**config.mk**
```make
export PLATFORM = sky130hd
export DESIGN_NAME = order_msg_serializer
export DESIGN_NICKNAME = d
export VERILOG_FILES = /design/src/rtl/hft_msg_pkg.sv /design/src/rtl/order_msg_serializer.sv
export SDC_FILE = /design/constraint.sdc
export NUM_CORES = 1
export LEC_CHECK = 0
export CAP_MARGIN = 25
export CORE_MARGIN = 2
export CORE_UTILIZATION = 46
export CTS_CLUSTER_DIAMETER = 30
export DETAILED_ROUTE_END_ITERATION = 12
export PLACE_DENSITY = 0.79
export SLEW_MARGIN = 25
export SYNTH_ARGS = -nofsm -noshare
export SYNTH_HDL_FRONTEND = slang
export SYNTH_SLANG_ARGS = --single-unit
export TNS_END_PERCENT = 30
```
**constraint.sdc**
```tcl
create_clock -name clk_in -period 2.12 [get_ports clk_in]
set_input_delay 0.212 -clock clk_in [delete_from_list [all_inputs] [get_ports clk_in]]
set_output_delay 0.212 -clock clk_in [all_outputs]
set_load 0.02 [all_outputs]
```
**src/rtl/hft_msg_pkg.sv**
```systemverilog
// Shared codes for the order message serializer: op codes, wire type/side
// bytes and the serializer state encoding.
package hft_msg_pkg;

  localparam logic [2:0] OP_ADD    = 3'd1;
  localparam logic [2:0] OP_CANCEL = 3'd2;

  localparam logic [7:0] MSG_ADD    = 8'h41;
  localparam logic [7:0] MSG_CANCEL = 8'h58;
  localparam logic [7:0] SIDE_BUY   = 8'h42;
  localparam logic [7:0] SIDE_SELL  = 8'h53;

  typedef enum logic [1:0] {
    IDLE,
    LEN,
    TYPE,
    BODY
  } ser_state_t;

endpackage

```
**src/rtl/order_msg_serializer.sv**
```systemverilog
// Serializes one add/cancel order command per handshake into a
// length-prefixed, big-endian valid/ready byte stream with sof/eof markers.
module order_msg_serializer
  import hft_msg_pkg::*;
#(
  parameter int PRICE_WIDTH = 15,
  parameter int ID_WIDTH    = 15,
  parameter int QUANT_WIDTH = 7,
  parameter int STOCK_WIDTH = 7,
  parameter int DATA_WIDTH  = 7
) (
  input  logic                  clk_in,
  input  logic                  reset_n_in,
  input  logic                  req_valid_in,
  output logic                  req_ready_out,
  input  logic [2:0]            req_op_in,
  input  logic [STOCK_WIDTH:0]  stock_symbol_in,
  input  logic [ID_WIDTH:0]     order_id_in,
  input  logic                  order_type_in,
  input  logic [PRICE_WIDTH:0]  price_in,
  input  logic [QUANT_WIDTH:0]  quantity_in,
  output logic [DATA_WIDTH:0]   data_out,
  output logic                  valid_out,
  input  logic                  ready_in,
  output logic                  sof_out,
  output logic                  eof_out,
  output logic                  err_out,
  output logic [15:0]           frame_count_out
);

  localparam int STOCK_BYTES       = (STOCK_WIDTH + 1) / 8;
  localparam int ID_BYTES          = (ID_WIDTH + 1) / 8;
  localparam int PRICE_BYTES       = (PRICE_WIDTH + 1) / 8;
  localparam int QUANT_BYTES       = (QUANT_WIDTH + 1) / 8;
  localparam int ADD_BODY_BYTES    = STOCK_BYTES + ID_BYTES + 1 + PRICE_BYTES + QUANT_BYTES;
  localparam int CANCEL_BODY_BYTES = ADD_BODY_BYTES - 1;
  localparam int ADD_LEN           = 1 + ADD_BODY_BYTES;
  localparam int CANCEL_LEN        = 1 + CANCEL_BODY_BYTES;
  localparam int BODY_W            = ADD_BODY_BYTES * 8;
  localparam int IDX_W             = $clog2(ADD_BODY_BYTES);

  localparam logic [IDX_W-1:0] ADD_LAST    = IDX_W'(ADD_BODY_BYTES - 1);
  localparam logic [IDX_W-1:0] CANCEL_LAST = IDX_W'(CANCEL_BODY_BYTES - 1);

  ser_state_t             state_q, state_d;
  logic [IDX_W-1:0]       idx_q, idx_d;
  logic                   is_add_q;
  logic [STOCK_WIDTH:0]   stock_q;
  logic [ID_WIDTH:0]      id_q;
  logic [7:0]             side_q;
  logic [PRICE_WIDTH:0]   price_q;
  logic [QUANT_WIDTH:0]   qty_q;
  logic [15:0]            frame_count_q;
  logic                   err_q;

  logic                   legal_op;
  logic                   accept;
  logic                   load;
  logic                   last_byte;
  logic                   eof_hs;
  logic [BODY_W-1:0]      body_vec;
  logic [7:0]             body_byte;

  assign legal_op  = (req_op_in == OP_ADD) || (req_op_in == OP_CANCEL);
  assign last_byte = (idx_q == (is_add_q ? ADD_LAST : CANCEL_LAST));
  assign eof_hs    = (state_q == BODY) && ready_in && last_byte;

  // Ready in IDLE and on the eof handshake so the next frame follows with no gap
  assign req_ready_out = (state_q == IDLE) || eof_hs;
  assign accept        = req_valid_in && req_ready_out;
  assign load          = accept && legal_op;

  assign err_out         = err_q;
  assign frame_count_out = frame_count_q;

  // Cancel layout is left-aligned and padded so both layouts share one byte index
  assign body_vec = is_add_q ? {stock_q, id_q, side_q, price_q, qty_q}
                             : {stock_q, id_q, price_q, qty_q, 8'h00};

  // Pick the body byte addressed by the index, MSB byte first
  always_comb begin
    body_byte = '0;
    for (int unsigned i = 0; i < ADD_BODY_BYTES; i++) begin
      if (idx_q == IDX_W'(i)) body_byte = body_vec[BODY_W - 8 - 8*i +: 8];
    end
  end

  // Next-state and stream outputs from the current state
  always_comb begin
    state_d   = state_q;
    idx_d     = idx_q;
    valid_out = 1'b0;
    sof_out   = 1'b0;
    eof_out   = 1'b0;
    data_out  = '0;
    unique case (state_q)
      IDLE: begin
        if (load) state_d = LEN;
      end
      LEN: begin
        valid_out = 1'b1;
        sof_out   = 1'b1;
        data_out  = is_add_q ? 8'(ADD_LEN) : 8'(CANCEL_LEN);
        if (ready_in) state_d = TYPE;
      end
      TYPE: begin
        valid_out = 1'b1;
        data_out  = is_add_q ? MSG_ADD : MSG_CANCEL;
        if (ready_in) begin
          state_d = BODY;
          idx_d   = '0;
        end
      end
      BODY: begin
        valid_out = 1'b1;
        data_out  = body_byte;
        eof_out   = last_byte;
        if (ready_in) begin
          if (last_byte) state_d = load ? LEN : IDLE;
          else           idx_d   = idx_q + 1'b1;
        end
      end
      default: state_d = IDLE;
    endcase
  end

  // State and byte index registers
  always_ff @(posedge clk_in or negedge reset_n_in) begin
    if (!reset_n_in) begin
      state_q <= IDLE;
      idx_q   <= '0;
    end else begin
      state_q <= state_d;
      idx_q   <= idx_d;
    end
  end

  // Capture the command fields on a legal accept only
  always_ff @(posedge clk_in or negedge reset_n_in) begin
    if (!reset_n_in) begin
      is_add_q <= 1'b0;
      stock_q  <= '0;
      id_q     <= '0;
      side_q   <= '0;
      price_q  <= '0;
      qty_q    <= '0;
    end else if (load) begin
      is_add_q <= (req_op_in == OP_ADD);
      stock_q  <= stock_symbol_in;
      id_q     <= order_id_in;
      side_q   <= order_type_in ? SIDE_BUY : SIDE_SELL;
      price_q  <= price_in;
      qty_q    <= quantity_in;
    end
  end

  // Completed-frame counter and one-cycle illegal-op pulse
  always_ff @(posedge clk_in or negedge reset_n_in) begin
    if (!reset_n_in) begin
      frame_count_q <= '0;
      err_q         <= 1'b0;
    end else begin
      if (eof_hs) frame_count_q <= frame_count_q + 16'd1;
      err_q <= accept && !legal_op;
    end
  end

endmodule

```
==> metrics.cfg, run 1 <==
[placement]
gp_congestion = 0.905
numPortBuffers = 84
dpl_worst_slack_ns = -0.591
dp_hpwl_mm = 8.23

[cells_and_area]
antenna_cells = 0
postLayoutCoreUtil_pct = 67.8
final_common_cell = clkdlybuf4s50_1
final_nets = 589
area_growth_syn_to_layout_pct = 43.0
layout_common_cells = 72 x clkdlybuf4s50_1, 70 x dfrtp_1, 64 x buf_4
final_layout_size_suffix_gt1_share_pct = 38.0

[cts]
clockBufferDepth = 2
clock-sinks = 73
numCtsBuffers = 9
tritoncts = yes
cts-root-buf = clkbuf_8
clk_pin_slew_ns = 0.08
cts_max_level = 3
insertion_delay_ns = 0.36

[detailed_routing]
routed_wl_mm = 12.2
drt-wirelength-per-cell_um = 19.1
first_iter_violations = 241
final_antenna_net_count = 0
drc = 0
dr_total_vias = 3736
vias_per_cell = 5.86
dr.pass1.iters = 5

[timing]
rsz0062_at_grt = yes
worst_pin_slew_ns = 0.385
maxSlewViolCount = 0
setup_ws_ns = -0.456
hold_viol = 0
min_period_over_period_pct = 122
fin_crit_ns = 2.58
max_freq_ghz = 0.388
final.setup_skew_ns = 0.00789
setup_viol = 8
slew_headroom_pct = 74.3

[synth]
synth_seq_cells = 73
synthArstFlopShare_pct = 100
synthDistinctLibCells = 57
syn_area_um2 = 4360
yosys.area.top_type = dfrtp_1
synthFlopType = dfrtp_1
yosys-top-cells-area = dfrtp_1 42%, mux2_4 17%, mux2i_1 3.2%
syn_inst = 383
seq_area_frac_synth_pct = 41.9
yosysWarnings = 0
synth_nets = 450
synth_edf_count = 0
synth_top_area_share_pct = 41.9
synth_area_per_cell_um2 = 11.4

[critical_path]
cp.arrival_ns = 2.36
rr_worst_depth = 7
worstSetupPathType = flip-flop to primary output
end_kind = primary output
r2r_end = stock_q[2]
path_max_fanout = 12
crit_path_start_kind = flip-flop
r2r_slack_ns = 0.04
r2r-start = idx_q[1]
worstPathRequired_ns = 1.91

[die]
io-pin-count = 85
die_area_um2 = 10300
core_area_um2 = 9200
die_h_um = 101
die_w_um = 101
num_rows = 35
initial_utilization_pct = 47.4

[worst_hold_path]
min_path_type = input port to asynchronous set/reset pin

[pwr]
ir_drop_mv = 0.935
leakage_nw = 2.79
powerDensity_nw_per_um2 = 1310

[global_route]
grt_antenna_before_repair = 0
grt_max_degree = 74
grt_first_pass_wirelength_mm = 19.5
grt_overflow = 0
track_usage_pct = 24.4
grt_pass1_vias = 3874

[run]
drv_cap = 0

[status]
status = complete, but fails checks
failed_checks = setup timing

[registers in the layout, indices dropped and copies added (netlist names)]
register / cells
err_out: 1
frame_count_out: 16
id_q: 16
idx_q: 3
is_add_q: 1
price_q: 16
qty_q: 8
side_q: 2
state_q: 2
stock_q: 8
[cells by family (layout without fill, tap and decap cells)]
logic type | count (synthesis) | in the layout | synth area share, %
AO/OA/AOI/OAI | 91 | 91 | 14.9
AND/OR/NAND/NOR | 84 | 84 | 11.1
flip-flops | 73 | 73 | 41.9
multiplexers | 67 | 67 | 21.0
buffers and inverters | 41 | 185 | 4.65
XOR/XNOR | 16 | 16 | 3.21
adder cells (fa/ha/maj) | 11 | 11 | 3.16
[worst max path at each step]
stage	startpoint	to	slack (ns)	depth (start not counted)
2_1_floorplan	idx_q[1]	data_out[1]	-0.008	9
4_1_cts	idx_q[0]	data_out[7]	-0.40	8
3_3_place_gp	idx_q[1]	data_out[1]	-0.51	7
5_1_grt	idx_q[0]	data_out[7]	-0.51	8
3_5_place_dp	idx_q[1]	data_out[7]	-0.59	7
6_report	idx_q[1]	data_out[4]	-0.46	8
[cell usage after synthesis, types with 3 or more instances]
master	n
dfrtp_1	73
mux2_4	48
a21oi_1	25
o21ai_0	17
inv_1	16
nand3_1	15
mux2i_1	14
clkbuf_1	12
ha_1	11
nand2_1	11
nor2_1	10
xnor2_1	10
nand3b_1	9
a211oi_1	8
nor2b_1	8
and3_1	7
a221oi_1	6
nand2b_1	6
xor2_1	6
a22o_1	5
buf_2	5
buf_6	5
mux2_2	5
o22ai_1	5
a41oi_1	3
nand4_1	3
nor3b_1	3
[cell type report]
cell class	count	area [µm²]
Fill cell	667	2960
Multi-Input combinational cell	269	2570
Tap cell	111	139
Clock inverter	5	37.5
Sequential cell	73	1830
Timing Repair Buffer	152	1440
Clock buffer	11	151
Inverter	17	67.6
[power breakdown]
| part | internal [W] | switching [W] |
|---|---|---|
| Clock | 0.000495 | 0.000562 |
| Sequential | 0.00193 | 0.000510 |
| Combinational | 0.00253 | 0.00211 |
[per-layer routing]
| metal | track usage (%) | wire (µm) | part of all wire, % | vias to the layer above |
|---|---|---|---|---|
| li1 | - | - | - | 1686 |
| met1 | 30.2 | 4960 | 41 | 1829 |
| met2 | 40.7 | 5970 | 49 | 178 |
| met3 | 5.73 | 814 | 6.7 | 43 |
| met4 | 11.0 | 469 | 3.8 | 0 |
| met5 | 0 | 0 | 0 | - |
[timing repair]
action	CTS	global route
hold endpoints to repair	73	0
setup buffers	5	3
gates resized for setup	85	20
cloned	1	1
hold buffers	1	0
endpoints found under the setup margin	42	42
pin swaps	12	5
[stage by stage]
stage               setup TNS (ns)  total power (W)  instance area [µm²]  hold slack, ns  cells
global route                 -3.60          0.00858                 6230           0.440    638
floorplan                  -0.0107          0.00483                 4430         -0.0836    383
finish                       -3.15          0.00814                 6230           0.401    638
CTS                          -2.60          0.00782                 6120           0.411    634
global placement             -4.11          0.00629                 5740           0.263    611
detailed placement           -4.47          0.00641                 5740           0.270    611
[worst max-delay path: stages, from the launching register on]
cell	delay (ns)
dfrtp_2	0.44
ha_2	0.24
ha_4	0.16
buf_8	0.14
nand2b_1	0.13
o21ai_2	0.29
o21ai_2	0.11
a221oi_2	0.30
buf_4	0.18
No activity file was read; power rests on OpenSTA's default activity.
==> run 2, diff against run 1 <==
Settings changed: CORE_UTILIZATION 46 to 47, PLACE_DENSITY 0.79 to 0.8.
==> metrics.cfg, run 2 (same netlist as run 1, synthesis figures left out) <==
[critical_path]
cp.arrival_ns = 2.29  ; -0.07 ns
worstSetupPathType = flip-flop to primary output
r2r-start = idx_q[0]
crit_path_start_kind = flip-flop
end_kind = primary output
worstPathRequired_ns = 1.91  ; about the same
startpoint = idx_q[1]
path_max_fanout = 4  ; -8

[timing]
final.setup_skew_ns = 0.0229  ; +0.0150 ns
setup_viol = 49  ; +41
timing.hold.ws_ns = 0.390  ; -0.0111 ns
maxSlewViolCount = 0  ; unchanged
setup_tns_ns = -3.65  ; -0.507 ns
worst_pin_slew_ns = 0.412  ; +0.0266 ns
max_freq_ghz = 0.400  ; +3.0%
fin_crit_ns = 2.50  ; -0.0747 ns
setup_ws_ns = -0.382  ; +0.0747 ns
min_period_over_period_pct = 118  ; -3.5 points
slew_headroom_pct = 72.3  ; -2.1 points
rsz0062_at_grt = yes
hold_viol = 0  ; unchanged

[status]
failed_checks = setup timing
status = complete, but fails checks

[die]
core_area_um2 = 9110  ; -0.95%
io-pin-count = 85  ; unchanged
die_h_um = 100  ; -1.0%
die_w_um = 100  ; -1.0%
num_rows = 35  ; unchanged
die_area_um2 = 10100  ; -2.0%
initial_utilization_pct = 47.9  ; +0.46 points

[cells_and_area]
postLayoutCoreUtil_pct = 69.6  ; +1.8 points
area_growth_syn_to_layout_pct = 45.4
nFillCells = 647  ; -3.0%
antenna_cells = 0  ; unchanged
final_layout_size_suffix_gt1_share_pct = 38.4  ; +0.44 points
finalNonFillerCells = 645  ; +1.1%
final_common_cell = clkdlybuf4s50_1
final_nets = 596  ; +1.2%
layout_common_cells = 72 x clkdlybuf4s50_1, 70 x dfrtp_1, 67 x buf_4

[global_route]
grt_overflow = 0  ; unchanged
grt_antenna_before_repair = 0  ; unchanged
track_usage_pct = 23.7  ; -0.75 points
grt_pass1_vias = 3768  ; -2.7%
grt_max_degree = 74  ; unchanged
grt_first_pass_wirelength_mm = 18.5  ; -5.1%

[detailed_routing]
dr.pass1.iters = 5  ; unchanged
drc = 0  ; unchanged
routed_wl_mm = 12.5  ; +2.5%
dr_total_vias = 3783  ; +1.3%
drt-wirelength-per-cell_um = 19.4  ; +1.4%
vias_per_cell = 5.87  ; +0.16%
final_antenna_net_count = 0  ; unchanged
first_iter_violations = 344  ; +43%

[placement]
gp_congestion = 0.954  ; +5.4%
dp_hpwl_mm = 8.23  ; about the same
numPortBuffers = 84  ; unchanged
dpl_worst_slack_ns = -0.689  ; -0.0983 ns
dp_cells = 606  ; -0.82%

[cts]
clk_pin_slew_ns = 0.09  ; about the same
clockBufferDepth = 2  ; unchanged
insertion_delay_ns = 0.37  ; about the same
numCtsBuffers = 9  ; unchanged
cts-root-buf = clkbuf_8
cts_max_level = 3  ; unchanged
clock-sinks = 73  ; unchanged
tritoncts = yes

[worst_hold_path]
min_path_type = input port to asynchronous set/reset pin

[run]
drv_cap = 0  ; unchanged

[pwr]
leakage_nw = 2.85  ; +2.0%
ir_drop_mv = 0.602  ; -36%
powerDensity_nw_per_um2 = 1300  ; -0.73%

run 2: final timing paths:
path / slack (ns) / end / cells after the start
min in group clk_in: 0.40 / side_q[4] / 2
worst min-delay path: 0.39 / frame_count_out[7] / 3
max in group asynchronous: 1.36 / idx_q[0] / 3
worst max register to register: -0.06 / id_q[14] / 9
worst min register to register: 0.47 / frame_count_out[15] / 1
worst max-delay path: -0.38 / data_out[7] / 7
run 2: layout make-up:
type / instances / area, µm² / share of cell area (%)
Clock inverter: 4 / 51.3 / 0.809
Clock buffer: 12 / 145 / 2.29
Tap cell: 111 / 139 / 2.19
Timing Repair Buffer: 159 / 1520 / 24.0
Inverter: 17 / 65.1 / 1.03
Sequential cell: 73 / 1830 / 28.9
Multi-Input combinational cell: 269 / 2590 / 40.8
run 2: through the flow:
step	area (µm²)	total power [W]
floorplan	4430	0.00483
global placement	5670	0.00619
detailed placement	5670	0.00632
CTS	6030	0.00771
global route	6340	0.00858
finish	6340	0.00821
run 2: critical path, cell delays in order, from the launching register on:
cell and delay [ns]:
dfrtp_2 0.45, ha_4 0.18, ha_4 0.16, or2_4 0.25
a211oi_2 0.24, o22ai_2 0.11, a2111oi_4 0.33, buf_4 0.20
run 2: power by group:
group	switching [W]	total [W]	internal, W
clock network	0.000543	0.00112	0.000579
logic	0.00212	0.00463	0.00252
registers	0.000534	0.00246	0.00193
run 2: what timing repair did:
action / 4_1_cts / 5_1_grt
buffers inserted: 6 / 13
hold buffers: 1 / 0
gates resized for setup: 78 / 33
gates cloned: 0 / 3
setup endpoints to repair: 41 / 59
pin swaps: 11 / 17
hold endpoints to repair: 73 / 0
run 2: layer usage:
metal  vias up  GRT usage [%]  wire length [µm]
met5         -              0                 0
met4         0           11.0               365
met3        39           4.46               764
met2       193           39.1              6130
met1      1849           30.1              5260
li1       1702              -                 -
